--- config.mk ---
export PLATFORM = sky130hd
export DESIGN_NAME = phit_packer_int_flat
export DESIGN_NICKNAME = d
export VERILOG_FILES = /design/src/rtl/phit_packer_int_if.sv /design/src/rtl/phit_packer_int.sv /design/src/flat_wrapper.sv
export SDC_FILE = /design/constraint.sdc
export NUM_CORES = 1
export LEC_CHECK = 0
export BUFFER_PORTS_ARGS = -buffer_cell sky130_fd_sc_hd__buf_2
export CELL_PAD_IN_SITES_DETAIL_PLACEMENT = 1
export CELL_PAD_IN_SITES_GLOBAL_PLACEMENT = 1
export CORE_MARGIN = 2
export CORE_UTILIZATION = 41
export CTS_CLUSTER_SIZE = 28
export DETAILED_ROUTE_END_ITERATION = 6
export PLACE_DENSITY_LB_ADDON = 0.25
export SLEW_MARGIN = 25
export SYNTH_ARGS = -nofsm -noshare
export SYNTH_HDL_FRONTEND = slang
export SYNTH_SLANG_ARGS = --single-unit
--- constraint.sdc ---
create_clock -name clk -period 2.7 [get_ports clk]
set_clock_uncertainty 0.05 [all_clocks]
set_input_delay 0.27 -clock clk [delete_from_list [all_inputs] [get_ports clk]]
set_output_delay 0.27 -clock clk [all_outputs]
set_load 0.03 [all_outputs]
--- src/rtl/phit_packer_int_if.sv ---
// phit_packer_int_if: scalar-in / phit-out valid-ready stream bundle.
interface phit_packer_int_if #(
    parameter int DWIDTH = 64,
    parameter int PHIT   = 512,
    parameter int LANES  = PHIT / DWIDTH
);
    logic [DWIDTH-1:0] s_data;
    logic              s_valid;
    logic              s_last;
    logic              s_ready;
    logic [PHIT-1:0]   m_data;
    logic [LANES-1:0]  m_keep;
    logic              m_last;
    logic              m_valid;
    logic              m_ready;
    modport slave (
        input  s_data, s_valid, s_last, m_ready,
        output s_ready, m_data, m_keep, m_last, m_valid
    );
    modport master (
        output s_data, s_valid, s_last, m_ready,
        input  s_ready, m_data, m_keep, m_last, m_valid
    );
endinterface

--- src/rtl/phit_packer_int.sv ---
// phit_packer_int: packs a stream of DWIDTH scalars into PHIT-wide words with keep mask and last flush.
module phit_packer_int #(
    parameter int DWIDTH = 64,
    parameter int PHIT   = 512,
    parameter int LANES  = PHIT / DWIDTH
) (
    input logic clk,
    input logic rst,
    phit_packer_int_if.slave bus
);
    localparam int CW = $clog2(LANES);
    localparam logic [CW-1:0] LAST_LANE = CW'(LANES - 1);
    logic [CW-1:0]    cnt;
    logic [PHIT-1:0]  asm_data, asm_next;
    logic [LANES-1:0] asm_keep, keep_next;
    logic             asm_last, pending;
    logic             xfer, complete, slot_free, load;
    logic [PHIT-1:0]  ld_data;
    logic [LANES-1:0] ld_keep;
    logic             ld_last;
    assign bus.s_ready = !pending;
    assign xfer        = bus.s_valid && !pending;
    assign complete    = xfer && (cnt == LAST_LANE || bus.s_last);
    assign slot_free   = !bus.m_valid || bus.m_ready;
    // a held word drains first; a new completion only loads directly when nothing is held
    assign load        = pending ? slot_free : complete && slot_free;
    assign ld_data     = pending ? asm_data : asm_next;
    assign ld_keep     = pending ? asm_keep : keep_next;
    assign ld_last     = pending ? asm_last : bus.s_last;
    always_comb begin
        asm_next  = asm_data;
        keep_next = asm_keep;
        if (xfer) begin
            asm_next[cnt*DWIDTH +: DWIDTH] = bus.s_data;
            keep_next = asm_keep | (LANES'(1) << cnt);
        end
    end
    always_ff @(posedge clk or negedge rst) begin
        if (!rst) begin
            cnt         <= '0;
            asm_data    <= '0;
            asm_keep    <= '0;
            asm_last    <= 1'b0;
            pending     <= 1'b0;
            bus.m_data  <= '0;
            bus.m_keep  <= '0;
            bus.m_last  <= 1'b0;
            bus.m_valid <= 1'b0;
        end else begin
            if (bus.m_valid && bus.m_ready)
                bus.m_valid <= 1'b0;
            if (load) begin
                bus.m_data  <= ld_data;
                bus.m_keep  <= ld_keep;
                bus.m_last  <= ld_last;
                bus.m_valid <= 1'b1;
                asm_data    <= '0;
                asm_keep    <= '0;
                asm_last    <= 1'b0;
                pending     <= 1'b0;
                cnt         <= '0;
            end else if (complete) begin
                asm_data <= asm_next;
                asm_keep <= keep_next;
                asm_last <= bus.s_last;
                pending  <= 1'b1;
                cnt      <= '0;
            end else if (xfer) begin
                asm_data <= asm_next;
                asm_keep <= keep_next;
                cnt      <= cnt + CW'(1);
            end
        end
    end
endmodule

--- src/flat_wrapper.sv ---
// flat-port wrapper written by rule: the top's interface ports become plain ports
module phit_packer_int_flat 
#(
    parameter int DWIDTH = 64,
    parameter int PHIT   = 512,
    parameter int LANES  = PHIT / DWIDTH
)
  (clk, rst, bus_s_data, bus_s_valid, bus_s_last, bus_m_ready, bus_s_ready, bus_m_data, bus_m_keep, bus_m_last, bus_m_valid);
  phit_packer_int_if #(.DWIDTH(DWIDTH), .PHIT(PHIT), .LANES(LANES)) bus_i ();
  input logic clk;
  input logic rst;
  input wire logic [$bits(bus_i.s_data)-1:0] bus_s_data;
  input wire logic [$bits(bus_i.s_valid)-1:0] bus_s_valid;
  input wire logic [$bits(bus_i.s_last)-1:0] bus_s_last;
  input wire logic [$bits(bus_i.m_ready)-1:0] bus_m_ready;
  output wire logic [$bits(bus_i.s_ready)-1:0] bus_s_ready;
  output wire logic [$bits(bus_i.m_data)-1:0] bus_m_data;
  output wire logic [$bits(bus_i.m_keep)-1:0] bus_m_keep;
  output wire logic [$bits(bus_i.m_last)-1:0] bus_m_last;
  output wire logic [$bits(bus_i.m_valid)-1:0] bus_m_valid;
  assign bus_i.s_data = bus_s_data;
  assign bus_i.s_valid = bus_s_valid;
  assign bus_i.s_last = bus_s_last;
  assign bus_i.m_ready = bus_m_ready;
  assign bus_s_ready = bus_i.s_ready;
  assign bus_m_data = bus_i.m_data;
  assign bus_m_keep = bus_i.m_keep;
  assign bus_m_last = bus_i.m_last;
  assign bus_m_valid = bus_i.m_valid;
  phit_packer_int #(.DWIDTH(DWIDTH), .PHIT(PHIT), .LANES(LANES)) u_core (.clk(clk), .rst(rst), .bus(bus_i));
endmodule
==> flow_summary.ini, run 1 <==
[run_status]
status = finished clean

[worst_setup_path]
path_class = flop to flop
crit_required_ps = 3240
cp-start-kind = flop
cp-end-kind = flop
r2r_start = u_core.cnt[0]$_DFFE_PN0P_
setup.worst_path.start = u_core.cnt[0]$_DFFE_PN0P_
arrival_ps = 3130
path_max_fanout = 20

[drt]
drcViolationCount = 0
via_per_inst = 5.71
routed_wl_um = 167000
firstDrtPassIters = 5
postRouteAntennaNets = 0
dr.first_iter.drc_count = 2810
routedWlPerCell_um = 28.4
via_count = 33512

[place]
numPortBuffers = 591
hpwl_um = 112000
placed_cell_area_um2 = 48600
dp.cells = 5627
gp_congestion = 0.853

[power_and_ir_drop]
power_density_nw_per_um2 = 730
p_leak_nw = 26.1
ir_worst_vdd_mv = 0.490

[cts]
cts_max_path_buffers = 3
clk_pin_slew_ps = 60
htree_num_levels = 3
cts_tree = built
clkSinkCount = 1047
insertion_delay_ps = 710
cts_root_buf = clkbuf_16
cts_buffers = 110

[sta]
maxSlewViolCount = 0
maxSlewHeadroom_pct = 35.6
timing_hold_violations_final = 0
setup_viol = 0
rsz0062_at_grt = no
fmaxAchievable_ghz = 0.386
worst_pin_slew_ps = 963
hold_ws_ps = 58.1
finalCritPeriodShare_pct = 96.0
min_period_ps = 2590

[floorplanning]
rows = 119
coreArea_um2 = 105000
die_h_um = 329
dieArea_um2 = 108000
fp.dieW_um = 329
floorplan.initialDensity_pct = 41.2
ioPinCount = 592

[logic_synthesis]
synth.avg_cell_area_um2 = 11.3
synth_cell_types = 55
synth_xor_area_share_pct = 0
syn_inst = 3824
yosys.area_share.adder_pct = 0.261
synthSimpleGateAreaFrac_pct = 11.9
yosysWarnings = 0
synth-compound-area-share_pct = 14.2
muxShareOfSynthArea_pct = 9.00
synth.net_count = 3902
syn-cell-area_um2 = 43200
synth-seq-cells = 1047
synth_top_family_by_area = compound AO/OA/AOI/OAI gates
seq_area_frac_synth_pct = 60.7

[layout]
nFillCells = 11248
final-instance-count-excl-fill = 5864
final_cell_mix = dfrtp_1 (1,046), buf_2 (590), nand2_1 (488)
nNetsFinal = 4447
design_area_um2 = 52600
post-route-util_pct = 50.2
mostFrequentLayoutCell = dfrtp_1
drive_gt1_share_pct = 22.1
area_growth_pct = 21.7

[worst_hold_path]
holdCritStartpoint = bus_s_data[47]
hold_class = input port to flop

[job]
maxCapViolCount = 0

[global_routing]
antenna_found_initial = 26
grt_pass1_vias = 34409
grt_max_degree = 117
grt_pass1_wl_um = 242000
grt_usage_pct = 30.6
grt-ovfl-total = 0
area by class of cell:
type | instances | area [um2] | share of cell area (%)
Antenna cell | 14 | 35.0 | 0.0666
Multi-Input combinational cell | 2431 | 15500 | 29.4
Clock buffer | 174 | 3310 | 6.30
Timing Repair Buffer | 772 | 5470 | 10.4
Clock inverter | 28 | 334 | 0.635
Tap cell | 1391 | 1740 | 3.31
Inverter | 7 | 26.3 | 0.0500
Sequential cell | 1047 | 26200 | 49.8
report_power, final:
group	internal [mW]	leakage [nW]	switching (mW)
logic	1.57	9.97	4.32
clock network	8.88	1.80	6.54
registers	16.5	14.4	0.626
total	26.9	26.1	11.5
sequential cells by signal, indices dropped and copies added, names as in the netlist:
name,flops
u_core.bus.m_keep,8
u_core.bus.m_data,512
u_core.bus.m_last,1
u_core.bus.m_valid,1
u_core.pending,1
u_core.cnt,3
u_core.asm_data,512
u_core.asm_keep,8
u_core.asm_last,1
synthesized netlist by cell type, drive strengths merged:
cell | number | area share [%]
a211oi | 1 | 0.017
a21o | 1 | 0.017
a21oi | 9 | 0.12
a221oi | 21 | 0.43
a22o | 273 | 5.5
a22oi | 17 | 0.41
a31oi | 92 | 1.3
a32o | 64 | 1.5
and2 | 122 | 1.8
and2b | 2 | 0.035
and3 | 26 | 0.38
and4bb | 4 | 0.12
buf | 203 | 2.7
clkbuf | 136 | 1.2
dfrtp | 1047 | 61
ha | 9 | 0.26
inv | 7 | 0.061
mux2 | 2 | 0.052
mux2i | 386 | 8.9
nand2 | 490 | 4.3
nand2b | 42 | 0.61
nand3 | 71 | 0.85
nand3b | 13 | 0.25
nand4b | 1 | 0.020
nand4bb | 1 | 0.026
nor2 | 340 | 3.0
nor2b | 10 | 0.14
nor3 | 8 | 0.25
nor3b | 3 | 0.075
nor4b | 1 | 0.055
o21a | 2 | 0.038
o21ai | 417 | 4.9
or2 | 1 | 0.014
or3 | 1 | 0.014
or4 | 1 | 0.026
path summary, 6_finish.rpt:
path / end / slack, ps / depth (start not counted)
worst max-delay path: u_core.bus.m_data[145]$_DFFE_PN0P_ / 110 / 9
worst min-delay path: u_core.bus.m_data[303]$_DFFE_PN0P_ / 60 / 3
worst max register to register: u_core.bus.m_data[145]$_DFFE_PN0P_ / 110 / 9
worst min register to register: u_core.bus.m_data[29]$_DFFE_PN0P_ / 420 / 2
max in group asynchronous: u_core.bus.m_data[39]$_DFFE_PN0P_ / 460 / 4
min in group asynchronous: u_core.bus.m_data[47]$_DFFE_PN0P_ / 530 / 3
routing by layer:
metal / routed length [um] / global-route usage, % / part of all wire [%] / vias to the layer above
met3: 11000 / 6.36 / 6.6 / 269
met2: 78600 / 48.7 / 47 / 1088
met4: 7310 / 13.6 / 4.4 / 12
met5: 76 / 0 / 0.046 / -
li1: - / - / - / 14454
met1: 69700 / 40.5 / 42 / 17689
critical path, cell delays in order, from the launching register on:
cell	delay (ps)
dfrtp_2	390
inv_1	80
ha_1	270
ha_4	350
nand3b_4	150
nor3b_4	240
buf_12	260
buf_12	200
mux2i_1	310
o21ai_1	110
logic make-up after synthesis:
group,Yosys count
AOI/OAI and AO/OA,897
adders and majority gates,9
buffers and inverters,346
DFF,1047
muxes,388
and+or+nand+nor,1137
through the flow:
step                total power [mW]  TNS, ps  setup slack [ps]
floorplan                       20.3        0              59.5
global placement                23.1        0              64.2
detailed placement              23.2    -19.7             -18.0
CTS                             38.6        0              7.79
global route                    39.7        0              2.13
finish                          38.4        0               107
timing repair:
| item | in CTS | in global routing |
|---|---|---|
| pin swaps | 1 | 1 |
| hold buffers | 14 | 0 |
| setup endpoints to repair | 26 | 167 |
| hold endpoints to repair | 452 | 0 |
| setup buffers | 5 | 0 |
| resized for setup | 4 | 6 |
| cloned | 1 | 1 |
Power figures use the tool's default switching activity.
==> inputs of run 2 (changes only) <==
--- a/config.mk
+++ b/config.mk
@@ -13,6 +13,7 @@
 export CTS_CLUSTER_SIZE = 28
 export DETAILED_ROUTE_END_ITERATION = 6
 export PLACE_DENSITY_LB_ADDON = 0.25
+export REMOVE_ABC_BUFFERS = 1
 export SLEW_MARGIN = 25
 export SYNTH_ARGS = -nofsm -noshare
 export SYNTH_HDL_FRONTEND = slang
==> flow_summary.ini, run 2 (same netlist as run 1, synthesis figures left out) <==
[sta]
timing_hold_violations_final = 0
maxSlewHeadroom_pct = 56.4
rsz0062_at_grt = no
worst_pin_slew_ps = 653
min_period_ps = 2630
finalCritPeriodShare_pct = 97.5
fin_tns_setup_ps = 0
setup_viol = 0
fmaxAchievable_ghz = 0.380
maxSlewViolCount = 0

[layout]
nNetsFinal = 4516
reg_top3 = u_core.asm_data x512, u_core.bus.m_data x512
nFillCells = 11304
mostFrequentLayoutCell = dfrtp_1
drive_gt1_share_pct = 22.4
area_growth_pct = 23.7
multi_input_comb_area_um2 = 15500
regArea_um2 = 26200
final_cell_mix = dfrtp_1 (1,045), buf_2 (591), nand2_1 (487)
post-route-util_pct = 51.0
design_area_um2 = 53400

[floorplanning]
coreArea_um2 = 105000
rows = 119
die_h_um = 329
dieArea_um2 = 108000
ioPinCount = 592
floorplan.initialDensity_pct = 41.2
fp.dieW_um = 329

[power_and_ir_drop]
clock_power_share_pct = 40.9
p_leak_nw = 26.5
power_density_nw_per_um2 = 725
comb_power_share_pct = 15.0
ir_worst_vdd_mv = 0.491
power_mw = 38.7
p_int_mw = 27.3
power.switching_mw = 11.4
seqPwrFrac_pct = 44.1
sw_frac_of_total_pct = 29.4

[cts]
cts_max_path_buffers = 3
cts_buffers = 112
cts_tree = built
htree_num_levels = 3
cts_root_buf = clkbuf_16
insertion_delay_ps = 720
clkSinkCount = 1047
clk_pin_slew_ps = 70

[worst_setup_path]
cp-start-kind = flop
crit_required_ps = 3190
path_max_fanout = 92
arrival_ps = 3120
cp-end-kind = flop
path_class = flop to flop

[drt]
routed_wl_um = 155000
routedWlPerCell_um = 26.2
via_count = 33471
via_per_inst = 5.65
postRouteAntennaNets = 0
drcViolationCount = 0
dr.first_iter.drc_count = 2352
firstDrtPassIters = 7

[global_routing]
grt_max_degree = 153
grt_pass1_wl_um = 229000
grt_pass1_vias = 34678
grt_usage_pct = 28.2
grt-ovfl-total = 0
antenna_found_initial = 4

[place]
gp_congestion = 0.824
placed_cell_area_um2 = 48700
hpwl_um = 99900
numPortBuffers = 591

[job]
maxCapViolCount = 0

[worst_hold_path]
hold_class = input port to asynchronous set/reset pin

[run_status]
status = finished clean
==> run 2: changes by cell type in the layout (fill, tap and decap cells not counted), sizes merged <==
cell,before,now
dlygate4sd3,14,68
buf,756,769
diode,14,2
clkbuf,175,168
clkinv,20,25
clkinvlp,1,5
bufinv,5,8
bufbuf,1,0
inv,9,10
==> run 2: timing repair <==
action                                 4_1_cts  5_1_grt
gates resized for setup                      0       20
hold buffers                                68        0
setup endpoints to repair                    0      297
endpoints found under the hold margin      538        0
setup buffers                                0       12
==> run 2: metrics by stage <==
| stage | setup slack, ps | cells | hold WS [ps] |
|---|---|---|---|
| floorplan | -9490 | 3485 | -75.6 |
| global placement | 114 | 5632 | 238 |
| detailed placement | 69.1 | 5632 | 236 |
| CTS | 22.3 | 5907 | 93.2 |
| global route | 1.42 | 5922 | 141 |
| finish | 68.3 | 5924 | 117 |
==> run 2: worst max-delay path: stages, from the launching register on <==
cell	delay [ps]
dfrtp_2	430
ha_1	230
ha_1	240
o21a_2	270
o21a_4	300
buf_12	200
buf_16	200
nor2_1	280
a31oi_1	80
==> run 2: path summary, 6_finish.rpt <==
check	from	to	slack, ps	cells after the start
max reg2reg	u_core.cnt[0]$_DFFE_PN0P_	u_core.bus.m_data[118]$_DFFE_PN0P_	70	8
min	rst	u_core.bus.m_data[7]$_DFFE_PN0P_	120	2
min reg2reg	u_core.bus.m_data[35]$_DFFE_PN0P_	u_core.bus.m_data[35]$_DFFE_PN0P_	420	2
min in group clk	bus_s_data[34]	u_core.asm_data[34]$_DFFE_PN0P_	380	3
max	u_core.cnt[0]$_DFFE_PN0P_	u_core.bus.m_data[118]$_DFFE_PN0P_	70	8
max in group asynchronous	rst	u_core.asm_data[27]$_DFFE_PN0P_	1460	3
==> run 2: layer usage <==
layer	vias to the layer above	track usage, %	part of all wire [%]	routed length (um)
met5	-	0	0.013	20
met4	2	8.99	2.8	4300
met3	221	4.48	6.1	9430
met2	1028	45.2	47	72900
met1	17626	39.5	44	68400
li1	14594	-	-	-
==> run 2: power groups by stage <==
stage / logic (mW) / clock network (mW) / registers [mW]
floorplan: 1.86 / 0 / 18.3
global placement: 5.58 / 0 / 17.3
detailed placement: 5.68 / 0 / 17.3
CTS: 5.79 / 16.1 / 17.1
global route: 6.20 / 16.7 / 17.1
finish: 5.80 / 15.8 / 17.1
==> run 2: layout make-up <==
cell class / count / share of cell area, %
sequential: 1047 / 49.1
multi-input combinational: 2431 / 29.0
inverter: 7 / 0.0492
clock buffer: 166 / 6.19
timing repair buffer: 839 / 11.6
antenna: 2 / 0.00937
tap: 1391 / 3.26
clock inverter: 41 / 0.888
==> inputs of run 3 (changes only) <==
--- a/config.mk
+++ b/config.mk
@@ -9,7 +9,7 @@
 export CELL_PAD_IN_SITES_DETAIL_PLACEMENT = 1
 export CELL_PAD_IN_SITES_GLOBAL_PLACEMENT = 1
 export CORE_MARGIN = 2
-export CORE_UTILIZATION = 41
+export CORE_UTILIZATION = 46
 export CTS_CLUSTER_SIZE = 28
 export DETAILED_ROUTE_END_ITERATION = 6
 export PLACE_DENSITY_LB_ADDON = 0.25
==> constraint.sdc (replaced) <==
create_clock -name clk -period 2.9 [get_ports clk]
set_clock_uncertainty 0.05 [all_clocks]
set_input_delay 0.29 -clock clk [delete_from_list [all_inputs] [get_ports clk]]
set_output_delay 0.29 -clock clk [all_outputs]
set_load 0.03 [all_outputs]
==> flow_summary.ini, run 3 (same netlist as run 1, synthesis figures left out) <==
[place]
placed_cell_area_um2 = 48100
dpl_worst_slack_ps = -23.5
dp.cells = 5468
numPortBuffers = 591
hpwl_um = 97800
gp_congestion = 0.812

[layout]
area_growth_pct = 21.9
final-instance-count-excl-fill = 5740
nNetsFinal = 4477
reg_top3 = u_core.asm_data x512, u_core.bus.m_data x512
nFillCells = 9823
antennaDiodeCount = 0
multi_input_comb_area_um2 = 15500
final_cell_mix = dfrtp_1 (1,046), buf_2 (590), nand2_1 (487)
mostFrequentLayoutCell = dfrtp_1
regArea_um2 = 26200
design_area_um2 = 52700
drive_gt1_share_pct = 21.6

[worst_setup_path]
path_class = flop to flop
path_max_fanout = 34
crit_required_ps = 3400
cp-start-kind = flop
cp-end-kind = flop
arrival_ps = 3310

[cts]
cts_buffers = 109
clk_pin_slew_ps = 60
cts_tree = built
insertion_delay_ps = 700
cts_max_path_buffers = 3
clkSinkCount = 1047
htree_num_levels = 3
cts_root_buf = clkbuf_16

[power_and_ir_drop]
p_leak_nw = 26.2
power_density_nw_per_um2 = 680
ir_worst_vdd_mv = 0.452

[sta]
maxSlewViolCount = 0
finalWorstSetupSlack_ps = 85.4
hold_ws_ps = 121
finalCritPeriodShare_pct = 97.1
setup_viol = 0
maxSlewHeadroom_pct = 49.3
rsz0062_at_grt = no
fmaxAchievable_ghz = 0.355
min_period_ps = 2810
fin_tns_setup_ps = 0
worst_pin_slew_ps = 760
timing_hold_violations_final = 0

[floorplanning]
coreArea_um2 = 93200
floorplan.initialDensity_pct = 46.4
rows = 112
die_h_um = 310
ioPinCount = 592
dieArea_um2 = 96400
fp.dieW_um = 310

[global_routing]
antenna_found_initial = 3
grt_usage_pct = 31.8
grt_pass1_wl_um = 229000
grt_max_degree = 193
grt_pass1_vias = 35363
grt-ovfl-total = 0

[run_status]
status = finished clean

[drt]
postRouteAntennaNets = 0
dr.first_iter.drc_count = 2719
routed_wl_um = 155000
via_per_inst = 5.85
via_count = 33563
firstDrtPassIters = 5
routedWlPerCell_um = 27.1
drcViolationCount = 0

[job]
maxCapViolCount = 0

[worst_hold_path]
hold_class = input port to flop
## run 3: cell types whose count changed in the layout (fill, tap and decap cells not counted), moves of 3 or more
cell,previous run,this run
clkinv_2,22,17
buf_4,85,68
buf_12,83,72
mux2i_2,4,0
clkbuf_1,24,20
buf_16,4,1
mux2i_1,382,386
## run 3: per-stage QoR
| step | util, % | power, mW |
|---|---|---|
| detailed placement | 51.7 | 21.3 |
| global placement | 51.7 | 21.2 |
| finish | 56.5 | 35.8 |
| floorplan | - | 18.8 |
| CTS | 56.4 | 36.0 |
| global route | 56.5 | 37.0 |
## run 3: path summary, 6_finish.rpt
kind / start / end / slack [ps] / cells past startpoint
setup / recovery: u_core.cnt[0]$_DFFE_PN0P_ / u_core.bus.m_data[293]$_DFFE_PN0P_ / 90 / 8
min in group asynchronous: rst / u_core.asm_data[279]$_DFFE_PN0P_ / 160 / 2
setup reg to reg: u_core.cnt[0]$_DFFE_PN0P_ / u_core.bus.m_data[293]$_DFFE_PN0P_ / 90 / 8
hold / removal: bus_s_valid / u_core.cnt[0]$_DFFE_PN0P_ / 120 / 4
hold reg to reg: u_core.bus.m_data[195]$_DFFE_PN0P_ / u_core.bus.m_data[195]$_DFFE_PN0P_ / 420 / 2
max in group asynchronous: rst / u_core.bus.m_data[298]$_DFFE_PN0P_ / 1470 / 3
## run 3: critical path: stages (launching register included)
cell       delay, ps
dfrtp_2          430
inv_1            100
ha_2             220
ha_2             460
buf_4            160
nand4bb_4        320
buf_12           340
a221oi_1         430
nor2_1           110
## run 3: timing repair
item | in CTS | in global routing
hold endpoints to repair | 358 | 0
buffers inserted | 0 | 4
setup endpoints to repair | 9 | 194
hold buffers | 66 | 0
pin swaps | 1 | 2
gates cloned | 1 | 2
resized for setup | 0 | 4
## run 3: metal layers
layer / global-route usage, % / up-vias / routed length, um
met5: 0 / - / 27
met4: 12.0 / 4 / 5590
met3: 4.71 / 275 / 9340
met2: 51.9 / 1183 / 74800
met1: 43.2 / 17615 / 65600
li1: - / 14486 / -
## run 3: final cells by class
| cell class | instances | area share (%) |
|---|---|---|
| clock buffer | 160 | 6.18 |
| clock inverter | 38 | 0.886 |
| inverter | 7 | 0.0499 |
| multi-input combinational | 2432 | 29.4 |
| sequential | 1047 | 49.8 |
| tap | 1254 | 2.98 |
| timing repair buffer | 802 | 10.8 |
## run 3: power by group
group / internal, mW / leakage, nW / switching (mW)
Clock: 8.54 / 1.82 / 6.05
Sequential: 15.3 / 14.4 / 0.582
Combinational: 1.48 / 9.99 / 3.86
